**src/rtl/mips_defs.sv**
```systemverilog
// Shared MIPS decode constants: opcodes, funct codes, forward-select encodings and reset PC.
package mips_defs;

  localparam logic [5:0] OP_RTYPE = 6'b000000;
  localparam logic [5:0] OP_J     = 6'b000010;
  localparam logic [5:0] OP_JAL   = 6'b000011;
  localparam logic [5:0] OP_BEQ   = 6'b000100;
  localparam logic [5:0] OP_BNE   = 6'b000101;
  localparam logic [5:0] FN_JR    = 6'b001000;

  localparam logic [1:0] FWD_GRF = 2'd0;
  localparam logic [1:0] FWD_M   = 2'd1;
  localparam logic [1:0] FWD_E   = 2'd2;

  localparam logic [31:0] RESET_PC = 32'h0000_3000;

  // Branch target relative to the delay-slot PC; wraps modulo 2^32.
  function automatic logic [31:0] branch_target(input logic [31:0] add4, input logic [15:0] imm);
    return add4 + {{14{imm[15]}}, imm, 2'b00};
  endfunction

endpackage

```
**src/rtl/id_stage_grf.sv**
```systemverilog
// 32x32 general register file: synchronous clear, hardwired $0, write-through bypass on reads.
module grf (
  input  logic        clk,
  input  logic        reset,
  input  logic        i_we,
  input  logic [4:0]  i_a1,
  input  logic [4:0]  i_a2,
  input  logic [4:0]  i_a3,
  input  logic [31:0] i_wd,
  output logic [31:0] o_rd1,
  output logic [31:0] o_rd2
);

  logic [31:0] r_regs [32];
  logic        w_wr;

  assign w_wr = i_we && (i_a3 != 5'd0);

  always_ff @(posedge clk) begin
    if (reset) begin
      for (int i = 0; i < 32; i++) begin
        r_regs[i] <= 32'h0;
      end
    end else if (w_wr) begin
      r_regs[i_a3] <= i_wd;
    end
  end

  function automatic logic [31:0] rd(input logic [4:0] addr, input logic [31:0] arr_val);
    if (addr == 5'd0) begin
      return 32'h0;
    end else if (w_wr && (i_a3 == addr)) begin
      return i_wd;
    end
    return arr_val;
  endfunction

  assign o_rd1 = rd(i_a1, r_regs[i_a1]);
  assign o_rd2 = rd(i_a2, r_regs[i_a2]);

endmodule

```
**src/rtl/id_stage.sv**
```systemverilog
// MIPS decode stage: IF/ID register, GRF, operand forwarding and early branch/jump resolution.
module id_stage
  import mips_defs::*;
#(
  parameter logic [31:0] RESET_PC_ADD4 = 32'h0
) (
  input  logic        clk,
  input  logic        reset,
  input  logic [31:0] IM,
  input  logic [31:0] ADD4,
  input  logic [31:0] ADD8,
  input  logic        ID_en,
  input  logic [1:0]  Fwd_rs_D,
  input  logic [1:0]  Fwd_rt_D,
  input  logic [31:0] FwdData_E,
  input  logic [31:0] FwdData_M,
  input  logic        RegWrite_W,
  input  logic [4:0]  A3_W,
  input  logic [31:0] WD_W,
  output logic [31:0] Instr_D,
  output logic [31:0] ADD8_D,
  output logic [31:0] RD1_D,
  output logic [31:0] RD2_D,
  output logic [31:0] NPC,
  output logic        j_D,
  output logic        jr_D,
  output logic        PCSrc_D
);

  logic [31:0] r_instr;
  logic [31:0] r_add4;
  logic [31:0] r_add8;

  always_ff @(posedge clk) begin
    if (reset) begin
      r_instr <= 32'h0;
      r_add4  <= RESET_PC_ADD4;
      r_add8  <= RESET_PC_ADD4;
    end else if (ID_en) begin
      r_instr <= IM;
      r_add4  <= ADD4;
      r_add8  <= ADD8;
    end
  end

  logic [5:0]  w_op;
  logic [5:0]  w_funct;
  logic [4:0]  w_rs;
  logic [4:0]  w_rt;
  logic [31:0] w_grf_rd1;
  logic [31:0] w_grf_rd2;
  logic [31:0] w_rd1;
  logic [31:0] w_rd2;

  assign w_op    = r_instr[31:26];
  assign w_funct = r_instr[5:0];
  assign w_rs    = r_instr[25:21];
  assign w_rt    = r_instr[20:16];

  grf u_grf (
    .clk   (clk),
    .reset (reset),
    .i_we  (RegWrite_W),
    .i_a1  (w_rs),
    .i_a2  (w_rt),
    .i_a3  (A3_W),
    .i_wd  (WD_W),
    .o_rd1 (w_grf_rd1),
    .o_rd2 (w_grf_rd2)
  );

  function automatic logic [31:0] fwd_mux(input logic [1:0] sel, input logic [31:0] grf_val,
                                          input logic [31:0] m_val, input logic [31:0] e_val);
    case (sel)
      FWD_M:   return m_val;
      FWD_E:   return e_val;
      default: return grf_val;
    endcase
  endfunction

  assign w_rd1 = fwd_mux(Fwd_rs_D, w_grf_rd1, FwdData_M, FwdData_E);
  assign w_rd2 = fwd_mux(Fwd_rt_D, w_grf_rd2, FwdData_M, FwdData_E);

  logic [31:0] w_npc;
  logic        w_j;
  logic        w_jr;
  logic        w_pcsrc;

  // Non-redirecting instructions still drive NPC to ADD8_D so the value is deterministic.
  always_comb begin
    w_npc   = r_add8;
    w_j     = 1'b0;
    w_jr    = 1'b0;
    w_pcsrc = 1'b0;
    case (w_op)
      OP_BEQ: begin
        w_pcsrc = (w_rd1 == w_rd2);
        w_npc   = branch_target(r_add4, r_instr[15:0]);
      end
      OP_BNE: begin
        w_pcsrc = (w_rd1 != w_rd2);
        w_npc   = branch_target(r_add4, r_instr[15:0]);
      end
      OP_J, OP_JAL: begin
        w_j   = 1'b1;
        w_npc = {r_add4[31:28], r_instr[25:0], 2'b00};
      end
      OP_RTYPE: begin
        if (w_funct == FN_JR) begin
          w_jr  = 1'b1;
          w_npc = w_rd1;
        end
      end
      default: ;
    endcase
  end

  assign Instr_D = r_instr;
  assign ADD8_D  = r_add8;
  assign RD1_D   = w_rd1;
  assign RD2_D   = w_rd2;
  assign NPC     = w_npc;
  assign j_D     = w_j;
  assign jr_D    = w_jr;
  assign PCSrc_D = w_pcsrc;

endmodule

```
**config.mk**
```make
export PLATFORM = sky130hd
export DESIGN_NAME = id_stage
export DESIGN_NICKNAME = d
export VERILOG_FILES = /design/src/rtl/mips_defs.sv /design/src/rtl/id_stage_grf.sv /design/src/rtl/id_stage.sv
export SDC_FILE = /design/constraint.sdc
export NUM_CORES = 2
export LEC_CHECK = 0
export BUFFER_PORTS_ARGS = -buffer_cell sky130_fd_sc_hd__buf_4
export CORE_MARGIN = 2
export CORE_UTILIZATION = 45
export CTS_CLUSTER_DIAMETER = 100
export DETAILED_ROUTE_END_ITERATION = 7
export PLACE_DENSITY = 0.67
export SYNTH_ARGS = -nofsm -noshare
export SYNTH_HDL_FRONTEND = slang
export SYNTH_SLANG_ARGS = --single-unit
export TNS_END_PERCENT = 50
```
**constraint.sdc**
```tcl
create_clock -name clk -period 4.9 [get_ports clk]
set_input_delay 0.735 -clock clk [delete_from_list [all_inputs] [get_ports clk]]
set_output_delay 0.735 -clock clk [all_outputs]
set_load 0.01 [all_outputs]
```
==> impl_metrics.json <==
{
  "die_y_um": 378,
  "dp_hpwl_mm": 202,
  "synthArstFlopShare_pct": 0,
  "cts_made_buffers": 130,
  "ir_drop_uv": 392,
  "hold_viol_final": 0,
  "globalplace.congestion": 1.08,
  "worst-path-buf-inv": 3,
  "worstReg2RegStart": "Instr_D[25]",
  "num_rows": 137,
  "clock-root-buffer": "clkbuf_16",
  "path_clk_slew_ps": 70,
  "wirelength_mm": 301,
  "ys_types": 91,
  "rsz0062_at_grt": "yes",
  "wl_per_cell_um": 40.9,
  "hp-start": "ADD4[17]",
  "cts_tree": "built",
  "worstPathArrival_ps": 4760,
  "finalSetupViolations": 3,
  "timing.final.ws_setup_ps": -593,
  "violations": "setup timing",
  "grt_use_met3_pct": 18.4,
  "critPathLaunchType": "flop",
  "synth_edf_count": 1024,
  "grt_antenna_before_repair": 35,
  "required_ps": 4160,
  "drtPass1Iterations": 7,
  "core-area_sq_um": 139000,
  "timing.final.crit_period_ps": 5490,
  "p_per_area_nw_per_um2": 347,
  "grt_pass1_wl_mm": 402,
  "slowest_stage": "dfxtp_4",
  "crit_path_end_kind": "output port",
  "place.port_buffers": 367,
  "leakage_uw": 0.0279,
  "grtUsageTotal_pct": 41.6,
  "postRouteAntennaNets": 0,
  "path_delay_family": "simple AND/OR/NAND/NOR gates",
  "post-route-util_pct": 55.2,
  "ys_ff_latch": 1130,
  "start_util_pct": 45.2,
  "fin_nets": 5614,
  "fmax_mhz": 182,
  "grt-ovfl-total": 0,
  "die_area_sq_um": 143000,
  "synth_area_sq_um": 63000,
  "grt_pass1_vias": 48200,
  "grt_max_degree": 95,
  "top_usage_layer": "met2",
  "cp_common_cell": "nand4_1",
  "syn_area_per_cell_sq_um": 13.2,
  "layout-drive-gt1-share_pct": 31.9,
  "fill_cells": 11500,
  "crit_path_max_fanout": 34,
  "clock_latency_ps": 820,
  "min_period_over_period_pct": 112,
  "first_iter_violations": 8850,
  "slowest_delay_ps": 480,
  "grtUsageMet1_pct": 50.4,
  "syn_to_final_growth_pct": 21.9,
  "ys.flop_type": "edfxtp_1",
  "maxCapViolCount": 0,
  "cts.sinks": 1130,
  "crit_type": "reg -> out",
  "skew_ps": 18.0,
  "viasPerCell": 6.89,
  "clock_path_buffers": 3,
  "ys_warn_count": 0,
  "dr_total_vias": 50800,
  "yosysSeqAreaShare_pct": 52.1,
  "path_cells": "inv_2 > buf_12 > nand2_1 > o221ai_1 > nand4_1 > a221oi_2 > nor2_2 > xor2_1 > nand4_1 > nor4_4 > nand2_4 > mux2i_1 > buf_4",
  "drc": 0,
  "maxSlewHeadroom_pct": 24.0,
  "slew_viol_final": 0,
  "grtUsageMet2_pct": 59.7,
  "worst_pin_slew_ps": 1140,
  "power_uw": 26700,
  "postSynthCellCount": 4778,
  "htreeDepth": 4,
  "die_x_um": 378,
  "outcome": "finished with violations",
  "ios": 368,
  "min-delay-path-class": "in -> reg"
}
[metal layers]
layer | vias up | share of wire, % | wire length [um]
met5 | - | 0.12 | 362
met4 | 28 | 7.7 | 23100
met3 | 1086 | 16 | 49300
li1 | 19600 | - | -
met1 | 25300 | 33 | 100000
met2 | 4767 | 42 | 128000
[report_power, final]
part           internal (uW)  switching [uW]  total, uW
logic                   2150            3290       5450
registers              11000             345      11400
clock network           5530            4320       9850
[worst paths after layout]
check | to | slack, ps | cells after the start
worst max register to register | flop | 3350 | 2
worst min register to register | r_add4[1] | 500 | 2
worst max-delay path | PCSrc_D | -590 | 13
worst min-delay path | r_add4[17] | 160 | 3
[layout by cell type, fill, tap and decap left out, types with 15 or more instances in the layout]
cell and count:
inv_1 41, a21oi_1 77, buf_6 27, clkbuf_1 22
a222oi_1 17, dfxtp_1 96, xnor2_1 36, a221oi_1 64
clkinv_2 21, clkbuf_16 133, buf_12 81, buf_4 753
nor3_1 182, a22o_1 15, clkinv_1 20, a21o_1 19
nand3_1 61, xor2_1 23, nand2_1 147, edfxtp_1 1024
mux2i_2 17, or2_2 38, mux2i_1 357, a22oi_1 133
o21ai_1 22, nor2_1 170, diode_2 17, buf_16 24
nor2_2 35, mux4_2 402, o22ai_1 27, nand4_1 22
ha_1 28, a31oi_1 29, and2_1 823, o21ai_0 72
conb_1 32
[per-stage QoR]
stage / hold WS (ps) / setup slack, ps / area, sq um / TNS (ps) / cells
floorplan: 459 / 725 / 63200 / 0 / 4809
global placement: 480 / -94.4 / 70400 / -94.4 / 7033
detailed placement: 488 / -18.6 / 70400 / -18.6 / 7033
CTS: 126 / -339 / 76400 / -339 / 7335
global route: 164 / -504 / 76800 / -887 / 7351
finish: 160 / -593 / 76900 / -701 / 7366
[flip-flops by register name, indices dropped and copies added, names as in the netlist, named ones only]
name / count
u_grf.r_regs: 1024
ADD8_D: 32
Instr_D: 32
r_add4: 32
[synthesized netlist by cell type, types with 9 or more instances]
cell type / instances / area share, %
a21o_1: 19 / 0.23
a21oi_1: 86 / 0.68
a221oi_1: 71 / 0.99
a222oi_1: 17 / 0.27
a22o_1: 15 / 0.21
a22oi_1: 142 / 1.7
a31oi_1: 38 / 0.38
and2_1: 823 / 8.2
and3_1: 9 / 0.089
buf_1: 25 / 0.15
buf_2: 46 / 0.37
buf_4: 29 / 0.35
buf_6: 39 / 0.70
clkbuf_1: 311 / 1.9
dfxtp_1: 106 / 3.4
edfxtp_1: 1024 / 49
ha_1: 33 / 0.65
inv_1: 44 / 0.26
mux2_2: 10 / 0.18
mux2i_1: 383 / 6.1
mux4_1: 11 / 0.46
mux4_2: 399 / 14
nand2_1: 154 / 0.92
nand2b_1: 15 / 0.15
nand3_1: 63 / 0.50
nand4_1: 22 / 0.22
nor2_1: 208 / 1.2
nor2b_1: 20 / 0.20
nor3_1: 187 / 1.5
nor4_1: 12 / 0.12
o211ai_1: 14 / 0.17
o21ai_0: 99 / 0.79
o22ai_1: 34 / 0.34
or2_2: 38 / 0.38
xnor2_1: 40 / 0.56
xor2_1: 24 / 0.33
[worst min-delay path: cells and delay by family]
family	cells	cell delay [ps]
buffers and inverters	1	80
muxes	1	50
and+or+nand+nor	1	70
[repair_timing]
item | 4_1_cts | 5_1_grt
setup endpoints to repair | 22 | 22
setup buffers | 59 | 13
hold buffers | 0 | 0
gates resized for setup | 183 | 75
pin swaps | 27 | 30
gates cloned | 14 | 1
[cells by family (layout without fill, tap and decap cells)]
kind of cell	count (synthesis)	after routing	synth area share, %
AOI/OAI and AO/OA	651	651	7.38
buffers and inverters	512	1176	4.07
DFF	1130	1130	52.1
adders and majority gates	34	34	0.687
muxes	803	803	21.0
and+or+nand+nor	1582	1582	13.8
xor gates and xnor gates	65	65	0.915
other	1	49	0.00595
[layout make-up]
type	count	area, sq um	share of cell area, %
Sequential cell	1130	32900	42.8
Antenna cell	17	42.5	0.0553
Tap cell	1876	2350	3.05
Clock buffer	158	3430	4.47
Clock inverter	72	742	0.965
Multi-Input combinational cell	3167	28700	37.3
Inverter	47	179	0.233
Timing Repair Buffer	899	8560	11.1
(Power assumes the default switching activity.)
